## src/rtl/fadd_seq_ctrl.sv

```systemverilog
// Multi-nibble add/subtract sequencer driving one shared 4-bit registered adder.
// Operands stream LSB nibble first; the adder's registered carry feeds the next nibble.
module fadd_seq_ctrl #(
    parameter int WIDTH = 16
) (
    input  logic             clk,
    input  logic             rst_n,
    input  logic             req_valid,
    output logic             req_ready,
    input  logic [WIDTH-1:0] req_a,
    input  logic [WIDTH-1:0] req_b,
    input  logic             req_cin,
    input  logic             req_sub,
    output logic             rsp_valid,
    input  logic             rsp_ready,
    output logic [WIDTH-1:0] rsp_sum,
    output logic             rsp_cout,
    output logic             rsp_ovf,
    output logic [3:0]       fa_a,
    output logic [3:0]       fa_b,
    output logic             fa_cin,
    output logic             fa_rst,
    input  logic [3:0]       fa_sum,
    input  logic             fa_cout,
    input  logic             fa_ovf
);
    localparam int NIB   = WIDTH / 4;
    localparam int IDX_W = (NIB > 1) ? $clog2(NIB) : 1;

    typedef enum logic [1:0] {IDLE, ISSUE, DRAIN, DONE} state_t;

    state_t           state;
    logic [IDX_W-1:0] idx;
    logic [WIDTH-1:0] op_a;
    logic [WIDTH-1:0] op_b;
    logic             op_c0;
    logic [WIDTH-5:0] acc;
    logic [3:0]       nib_a;
    logic [3:0]       nib_b;

    always_ff @(posedge clk or negedge rst_n) begin
        if (!rst_n) begin
            state     <= IDLE;
            idx       <= '0;
            op_a      <= '0;
            op_b      <= '0;
            op_c0     <= 1'b0;
            acc       <= '0;
            rsp_valid <= 1'b0;
            rsp_sum   <= '0;
            rsp_cout  <= 1'b0;
            rsp_ovf   <= 1'b0;
        end else begin
            case (state)
                IDLE: begin
                    if (req_valid) begin
                        op_a  <= req_a;
                        op_b  <= req_sub ? ~req_b : req_b;
                        op_c0 <= req_sub | req_cin;
                        idx   <= '0;
                        state <= ISSUE;
                    end
                end
                ISSUE: begin
                    // The adder output seen now belongs to the nibble issued last cycle.
                    for (int n = 0; n < NIB - 1; n++) begin
                        if (idx == IDX_W'(n + 1)) begin
                            acc[4*n +: 4] <= fa_sum;
                        end
                    end
                    if (idx == IDX_W'(NIB - 1)) begin
                        state <= DRAIN;
                    end else begin
                        idx <= idx + IDX_W'(1);
                    end
                end
                DRAIN: begin
                    rsp_sum   <= {fa_sum, acc};
                    rsp_cout  <= fa_cout;
                    rsp_ovf   <= fa_ovf;
                    rsp_valid <= 1'b1;
                    state     <= DONE;
                end
                DONE: begin
                    if (rsp_ready) begin
                        rsp_valid <= 1'b0;
                        state     <= IDLE;
                    end
                end
                default: state <= IDLE;
            endcase
        end
    end

    assign req_ready = (state == IDLE);

    always_comb begin
        nib_a = '0;
        nib_b = '0;
        for (int n = 0; n < NIB; n++) begin
            if (idx == IDX_W'(n)) begin
                nib_a = op_a[4*n +: 4];
                nib_b = op_b[4*n +: 4];
            end
        end
    end

    // The adder is held in reset whenever no nibble is in flight, so every op starts clean.
    always_comb begin
        fa_rst = 1'b1;
        fa_a   = '0;
        fa_b   = '0;
        fa_cin = 1'b0;
        case (state)
            ISSUE: begin
                fa_rst = 1'b0;
                fa_a   = nib_a;
                fa_b   = nib_b;
                fa_cin = (idx == '0) ? op_c0 : fa_cout;
            end
            DRAIN: fa_rst = 1'b0;
            default: fa_rst = 1'b1;
        endcase
    end
endmodule

```

## config.mk

```make
export PLATFORM = sky130hd
export DESIGN_NAME = fadd_seq_ctrl
export DESIGN_NICKNAME = d
export VERILOG_FILES = /design/src/rtl/fadd_seq_ctrl.sv
export SDC_FILE = /design/constraint.sdc
export NUM_CORES = 1
export LEC_CHECK = 0
export CAP_MARGIN = 20
export CORE_ASPECT_RATIO = 0.7
export CORE_UTILIZATION = 30
export DETAILED_ROUTE_END_ITERATION = 16
export SLEW_MARGIN = 30
export SYNTH_ARGS = -nofsm -noshare
export SYNTH_HDL_FRONTEND = slang
export SYNTH_SLANG_ARGS = --single-unit
```

## constraint.sdc

```tcl
create_clock -name clk -period 2.1 [get_ports clk]
set_input_delay 0.21 -clock clk [delete_from_list [all_inputs] [get_ports clk]]
set_output_delay 0.21 -clock clk [all_outputs]
set_load 0.01 [all_outputs]
```

Word-level counts from Yosys, hierarchy flattened:

Cells that the tools add are included.
Widths: inputs -> output; s select.

* flip-flop bits (word level): 68
* bits in latches: 0
* memory bits (writable): 0
* memory bits (read-only): 0
* bits of input ports: 44
* output and inout port bits: 30
* word-level logic and storage cells: 60
* memories: 0

* add/sub/neg operators: 1
* multipliers: 0
* div/mod/pow operators: 0
* order comparisons: 0
* eq/ne operators: 10
* shift operators: 0
* muxes and demuxes: 23
* bitwise logic cells: 2
* reductions and logical operators: 12

Operator list (number)
* $mux 4: 10
* $mux 16: 1
* $not 16->16: 1
* $mux 2: 5
* $reduce_and 2->1: 5
* $eq 2x2->1 const B: 4
* $ne 2x2->1 const B: 4
* $pmux 2 s4: 1
* $reduce_and 3->1: 2
* $eq 2x1->1 const B: 2
* $logic_not 2->1: 2
* $mux 1: 4
* $pmux 2 s2: 1
* $reduce_bool 2->1: 2
* $add 2x1->2 const B: 1
* $pmux 1 s2: 1
* $reduce_or 2->1: 1
* $or 1x1->1: 1

Longest topological paths before layout:

Gate-level depths: netlist (run 1).

* depth after elaboration: 6
* depth in mapped cells: 6
* mapped depth without buffers: 5

Least setup slack after synthesis (run 1):

Ideal clock, no wire load.

* kind: register -> output
* start point: reg idx[0]
* end point: out fa_a[0]
* arrival: 1.352 ns
* data required time: 1.890 ns
* slack: 0.538 ns
* stages on the path, launching flop included: 7
* buffers on the path: 1
* path through: dfrtp_1 inv_1 ha_1 nor2b_1 clkbuf_1 a221oi_1 o21ai_1

* word-level cells in the longest chain between the ends: 6
* elaborated cells between the ends (all ways): 9
* classes of those cells: 3 x eq/ne; 5 x mux; 1 x reduce/logical

Ends and longest elaborated chain
* start, declared: RTL line 33 `logic [IDX_W-1:0] idx;`
* start signal, assigned: RTL line 74 `idx <= idx + IDX_W'(1);`
* $logic_not 2->1: RTL line 101 `if (idx == IDX_W'(n)) begin`
* $mux 4 (3 in a row): RTL line 101
* $mux 4 (*): RTL line 101
* $mux 4 (*): RTL line 114 `case (state)`
* end, declared: RTL line 19 `output logic [3:0] fa_a,`

Every way passes the cells marked *; elsewhere a longest branch is shown, timed or not.

Worst setup path in the final report (run 1):

* start point: reg idx[0]
* end point: out fa_b[0]

* word-level cells in the longest chain between the ends: 6
* elaborated cells between the ends (all ways): 9
* classes of those cells: 3 x eq/ne; 5 x mux; 1 x reduce/logical

Ends and longest elaborated chain
* $logic_not 2->1: RTL line 101
* $mux 4 (3 in a row): RTL line 101
* $mux 4 (*): RTL line 101
* $mux 4 (*): RTL line 114
* end, declared: RTL line 20 `output logic [3:0] fa_b,`

Marked as above.

==> impl_metrics.tcl, run 1 <==
set metrics [dict create \
    cp.required_ns 1.89 \
    power_mw 6.495 \
    synth_area_um2 3100 \
    min_period_ns 2.054 \
    synth_top_cell_by_area "dfrtp_1" \
    grtUsageTotal 0.1449 \
    avgViaCountPerCell 4.582 \
    layout-drive-gt1-share 0.2759 \
    p_comb_frac 0.409 \
    die_w_um 123.5 \
    setup_ws_ns 0.04566 \
    fmax_mhz 486.8 \
    internal_power_mw 4.434 \
    synth_edf_count 0 \
    antenna_found_initial 0 \
    die-area_um2 10750 \
    seq_area_frac_synth 0.5488 \
    routabilityCongestion 0.7448 \
    fin_util 0.4464 \
    synthArstFlopShare 1.000 \
    clk_latency_ns 0.32 \
    switching_power_mw 2.061 \
    drc_errors 0 \
    design.core.area_um2 9872 \
    die_y_um 87.06 \
    ys_ff_latch 68 \
    gr-usage-met1 0.1985 \
    p_leak_nw 1.889 \
    grt_overflow 0 \
    place_area_um2 4038 \
    first_pass_iters 4 \
    clockBufferDepth 2 \
    p_sw_frac 0.3173 \
    synth_area_leaders "dfrtp_1 (55%), mux2_2 (16%), o21ai_0 (4.7%), xnor2_1 (4.5%), ha_1 (3.6%)" \
    endpoint_kind "primary output" \
    wirelength_um 7275 \
    finalCritPeriodShare 0.9783 \
    diodes 0 \
    rsz0062_at_grt "yes" \
    synth.most_common_cell "dfrtp_1" \
    detail-route-antenna-nets 0 \
    synth_ff_type "dfrtp_1" \
    status "finished clean" \
    n_fill_cell 925 \
    worst_ep_arrival_time_ns 1.84 \
    irDropWorstVdd_v 0.0005559 \
    use_met2 0.2199 \
    place_hpwl_um 4989 \
    h-tree-depth 3 \
    numCtsBuffers 9 \
    slew_headroom 0.5269 \
    area_growth_pct 42.13 \
    finalHoldViolations 0 \
    syn_area_per_cell_um2 12.21 \
    root_buffer "clkbuf_16" \
    syn_nets 307 \
    seqPwrFrac 0.357 \
    p_per_area_nw_per_um2 1474 \
    fin_area_um2 4407 \
    ys_top_cells_by_count "dfrtp_1 (68), mux2_2 (45), o21ai_0 (29)" \
    io_pins 74 \
    netlist_instances 254 \
    max_cap_viol_count 0 \
    cts_sinks 68 \
    hold_path.class "input port to asynchronous set/reset pin" \
    worst_pin_slew_ns 0.7097 \
    cts_tree "done" \
    via_count 2181 \
    num-nets-final 396 \
    setup_viol 0 \
    drt_iter0_markers 95 \
    grt_pass1_wl_um 11540 \
    yosys_warnings 0 \
    path_clk_slew_ns 0.06 \
    met3_usage 0.03927 \
    yosysUniqueCellTypes 25 \
    fin_skew_ns 0.005910 \
    grt-busiest-layer "met2" \
    critPathLaunchType "flop" \
    grt_max_degree 51 \
    dp_worst_setup_slack_ns -0.2166 \
    synth.top_cell.area_share 0.5488 \
    start_util 0.3141 \
    fin_setup_tns_ns 0 \
    slew_viol_final 0 \
    rows 30 \
    p_clk_frac 0.234 \
    critPathKind "flop to primary output" \
    wl_per_cell_um 15.28 \
    path_max_fanout 5 \
    numPortBuffers 73 \
    grt_pass1_vias 2204 \
]
-- sequential cells by signal, indices dropped and copies added (netlist names) --
register,count
op_c0,1
state,2
rsp_sum,16
rsp_valid,1
idx,2
acc,12
rsp_ovf,1
rsp_cout,1
op_b,16
op_a,16
-- metrics by stage --
step                hold slack [ns]  cells
floorplan                  -0.08559    254
global placement             0.3006    456
detailed placement           0.3142    456
CTS                          0.4706    475
global route                 0.4795    476
finish                       0.4782    476
-- cell type report --
cell class	instances	area [um^2]	share of cell area
Tap cell	128	160.2	0.03634
Sequential cell	68	1702	0.3861
Timing Repair Buffer	91	862.1	0.1956
Inverter	8	30.03	0.006814
Clock buffer	13	260.3	0.05906
Multi-Input combinational cell	165	1348	0.3058
Clock inverter	3	45.04	0.01022
-- cell families after synthesis --
group	Yosys count	synth area share
flip-flops	68	0.5488
multiplexers	49	0.1768
AO/OA/AOI/OAI	48	0.09000
AND/OR/NAND/NOR	42	0.06538
buffers and inverters	22	0.03753
XOR/XNOR	16	0.04520
adder cells (fa/ha/maj)	9	0.03632
-- per-layer routing --
layer,wire (um),up-vias
met4,56,0
met5,0,-
met1,3691,1067
met2,3220,60
met3,306,4
li1,-,1050
-- layout by cell type, fill, tap and decap left out, drive strengths merged, types with 3 or more instances in the layout --
| cell type | n |
|---|---|
| nor2b | 5 |
| ha | 9 |
| nor2 | 5 |
| dfrtp | 68 |
| clkdlybuf4s50 | 62 |
| clkbuf | 17 |
| inv | 8 |
| o21ai | 37 |
| a221oi | 8 |
| mux2i | 3 |
| nand2 | 27 |
| buf | 21 |
| xnor2 | 16 |
| mux2 | 46 |
-- power groups by stage --
stage / combinational (mW) / clock [mW] / sequential, mW
6_report: 2.66 / 1.52 / 2.32
3_3_place_gp: 2.55 / 0 / 2.29
4_1_cts: 2.66 / 1.58 / 2.30
3_5_place_dp: 2.60 / 0 / 2.31
2_1_floorplan: 1.49 / 0 / 2.31
5_1_grt: 2.91 / 1.63 / 2.39
-- worst max-delay path: stages, from the launching register on --
cell	delay (ns)
dfrtp_1	0.40
buf_4	0.16
ha_4	0.18
buf_4	0.15
and2_4	0.18
buf_4	0.16
nand2_1	0.08
o21ai_1	0.06
buf_2	0.14
-- what timing repair did --
| item | CTS | global route |
|---|---|---|
| hold buffers | 1 | 0 |
| pin swaps | 2 | 0 |
| gates resized for setup | 30 | 12 |
| cloned | 1 | 0 |
| endpoints found under the setup margin | 9 | 7 |
| buffers inserted | 1 | 1 |
| hold endpoints to repair | 27 | 0 |
-- final timing paths --
path	startpoint	endpoint	slack, ns	cells past startpoint
worst min register to register	op_b[11]$_DFFE_PN0P_	op_b[11]$_DFFE_PN0P_	0.48	2
worst max-delay path	idx[0]$_DFFE_PN0P_	fa_b[0]	0.05	8
worst min-delay path	rst_n	op_b[0]$_DFFE_PN0P_	0.48	2
min in group clk	op_b[11]$_DFFE_PN0P_	op_b[11]$_DFFE_PN0P_	0.48	2
worst max register to register	idx[0]$_DFFE_PN0P_	idx[0]$_DFFE_PN0P_	0.28	8
max in group asynchronous	rst_n	op_b[10]$_DFFE_PN0P_	0.99	3
(Power assumes the default switching activity.)
==> run 2, diff against run 1 <==
--- a/config.mk
+++ b/config.mk
@@ -8,2 +8,4 @@
 export CAP_MARGIN = 20
+export CELL_PAD_IN_SITES_DETAIL_PLACEMENT = 1
+export CELL_PAD_IN_SITES_GLOBAL_PLACEMENT = 2
 export CORE_ASPECT_RATIO = 0.7
@@ -11,2 +13,4 @@
 export DETAILED_ROUTE_END_ITERATION = 16
+export GPL_TIMING_DRIVEN = 0
+export PLACE_DENSITY_LB_ADDON = 0.1
 export SLEW_MARGIN = 30
==> constraint.sdc (replaced) <==
create_clock -name clk -period 2.1 [get_ports clk]
set_input_delay 0.42 -clock clk [delete_from_list [all_inputs] [get_ports clk]]
set_output_delay 0.42 -clock clk [all_outputs]
set_load 0.01 [all_outputs]
==> impl_metrics.tcl, run 2 (synthesis gave the netlist of run 1 again) <==
set metrics [dict create \
    status "complete, but fails checks" \
    violations "negative setup slack" \
    die-area_um2 10750 \
    drt_iter0_markers 68 \
    numCtsBuffers 9 \
    finalCritPeriodShare 1.059 \
    grt_pass1_vias 2379 \
    wirelength_um 7908 \
    hold_ws_ns 0.02463 \
    fin_skew_ns 0.004875 \
    routabilityCongestion 0.7146 \
    place_hpwl_um 5450 \
    endpoint_kind "primary output" \
    clockBufferDepth 2 \
    rows 30 \
    place_area_um2 3999 \
    setup_ws_ns -0.1245 \
    rsz0062_at_grt "yes" \
    root_buffer "clkbuf_16" \
    critPathKind "flop to primary output" \
    start_util 0.3141 \
    fin_area_um2 4649 \
    path_clk_slew_ns 0.05 \
    largestRegisters "op_a (16), op_b (16), rsp_sum (16)" \
    final_common_cell "dfrtp_1" \
    finalHoldViolations 0 \
    placed_cells 455 \
    path_max_fanout 7 \
    p_leak_nw 1.959 \
    irDropWorstVdd_v 0.0006132 \
    slew_viol_final 0 \
    max_cap_viol_count 0 \
    setup_viol 8 \
    grt_overflow 0 \
    dp_worst_setup_slack_ns -0.4966 \
    hold_path.class "input port to asynchronous set/reset pin" \
    slowest_stage "dfrtp_1" \
    min_period_ns 2.224 \
    detail-route-antenna-nets 0 \
    design.core.area_um2 9872 \
    instances_no_fill 487 \
    diodes 0 \
    worst_ep_arrival_time_ns 1.80 \
    grtUsageTotal 0.1635 \
    cts_sinks 68 \
    first_pass_iters 4 \
    worstPathCellList "inv_2 > ha_4 > nor2b_4 > buf_12 > a221oi_4 > o21ai_2 > buf_2" \
    cts_hold_buf 0 \
    numPortBuffers 72 \
    die_y_um 87.06 \
    die_w_um 123.5 \
    ff2ff_setup_slack_ns 0.36 \
    critPathLaunchType "flop" \
    cts_tree "done" \
    fmax_mhz 449.5 \
    avgViaCountPerCell 4.622 \
    via_count 2251 \
    critical-path-max-stage-delay_ns 0.40 \
    grt_pass1_wl_um 12830 \
    h-tree-depth 3 \
    drc_errors 0 \
    p_per_area_nw_per_um2 1509 \
    cp.required_ns 1.68 \
    num-nets-final 407 \
    wl_per_cell_um 16.24 \
    clk_latency_ns 0.33 \
    slew_headroom 0.6966 \
    area_growth_pct 49.96 \
    antenna_found_initial 0 \
    grt_max_degree 38 \
    layout-drive-gt1-share 0.3621 \
    worst_pin_slew_ns 0.4551 \
    final_cell_mix "dfrtp_1 (67), clkdlybuf4s50_1 (60), mux2_2 (45)" \
    io_pins 74 \
]
[run 2: cell types whose count changed in the layout (fill, tap and decap cells not counted), moves of 5 or more]
cell      before  now
a221oi_1       5    0
buf_6          2    7
o21ai_0       29   24
buf_2          4   12
o21ai_2        0    7
[run 2: worst paths after layout]
check,startpoint,end,depth (start not counted)
min in group clk,op_b[10]$_DFFE_PN0P_,op_b[10]$_DFFE_PN0P_,2
worst max-delay path,idx[0]$_DFFE_PN0P_,fa_b[3],7
worst max register to register,state[1]$_DFFE_PN0P_,op_a[8]$_DFFE_PN0P_,6
worst min register to register,op_b[10]$_DFFE_PN0P_,op_b[10]$_DFFE_PN0P_,2
worst min-delay path,rst_n,rsp_sum[7]$_DFFE_PN0P_,1
max in group asynchronous,rst_n,op_b[0]$_DFFE_PN0P_,2
[run 2: per-stage QoR]
stage	TNS, ns	power (mW)	utilization
floorplan	0	3.801	-
global placement	-131.93	4.824	0.4033
detailed placement	-3.734	4.897	0.4051
CTS	-1.009	6.930	0.4621
global route	-1.321	7.517	0.4710
finish	-0.7264	7.018	0.4710
[run 2: routing by layer]
layer,up-vias,GRT usage,part of all wire
li1,1078,-,-
met1,1112,0.2347,0.52
met2,53,0.2351,0.43
met3,8,0.04777,0.044
met4,0,0.05148,0.012
met5,-,0,0
[run 2: area by class of cell]
type | instances | area [um^2]
flip-flops and latches | 68 | 1703
plain buffers | 12 | 101.3
multi-input cells | 164 | 1501
repair buffers | 91 | 862.1
clock buffers | 11 | 232.7
clock inverters | 5 | 52.55
fillers | 1041 | 5223
well taps | 128 | 160.2
inverters | 8 | 36.28
[run 2: critical path: cells and delay by family, from the launching register on]
family	cells	cell delay, ns
adders and majority gates	1	0.17
buffers and inverters	3	0.38
DFF	1	0.40
and+or+nand+nor	1	0.13
AOI/OAI and AO/OA	2	0.39
[run 2: power breakdown]
part | switching (mW) | leakage (nW) | internal (mW)
clock network | 0.541 | 0.139 | 0.912
registers | 0.428 | 0.819 | 1.96
logic | 1.37 | 1.00 | 1.80
total | 2.34 | 1.96 | 4.68
[run 2: timing repair]
action,4_1_cts,5_1_grt
endpoints found under the setup margin,11,8
resized for setup,92,10
pin swaps,16,10
buffers inserted,10,8
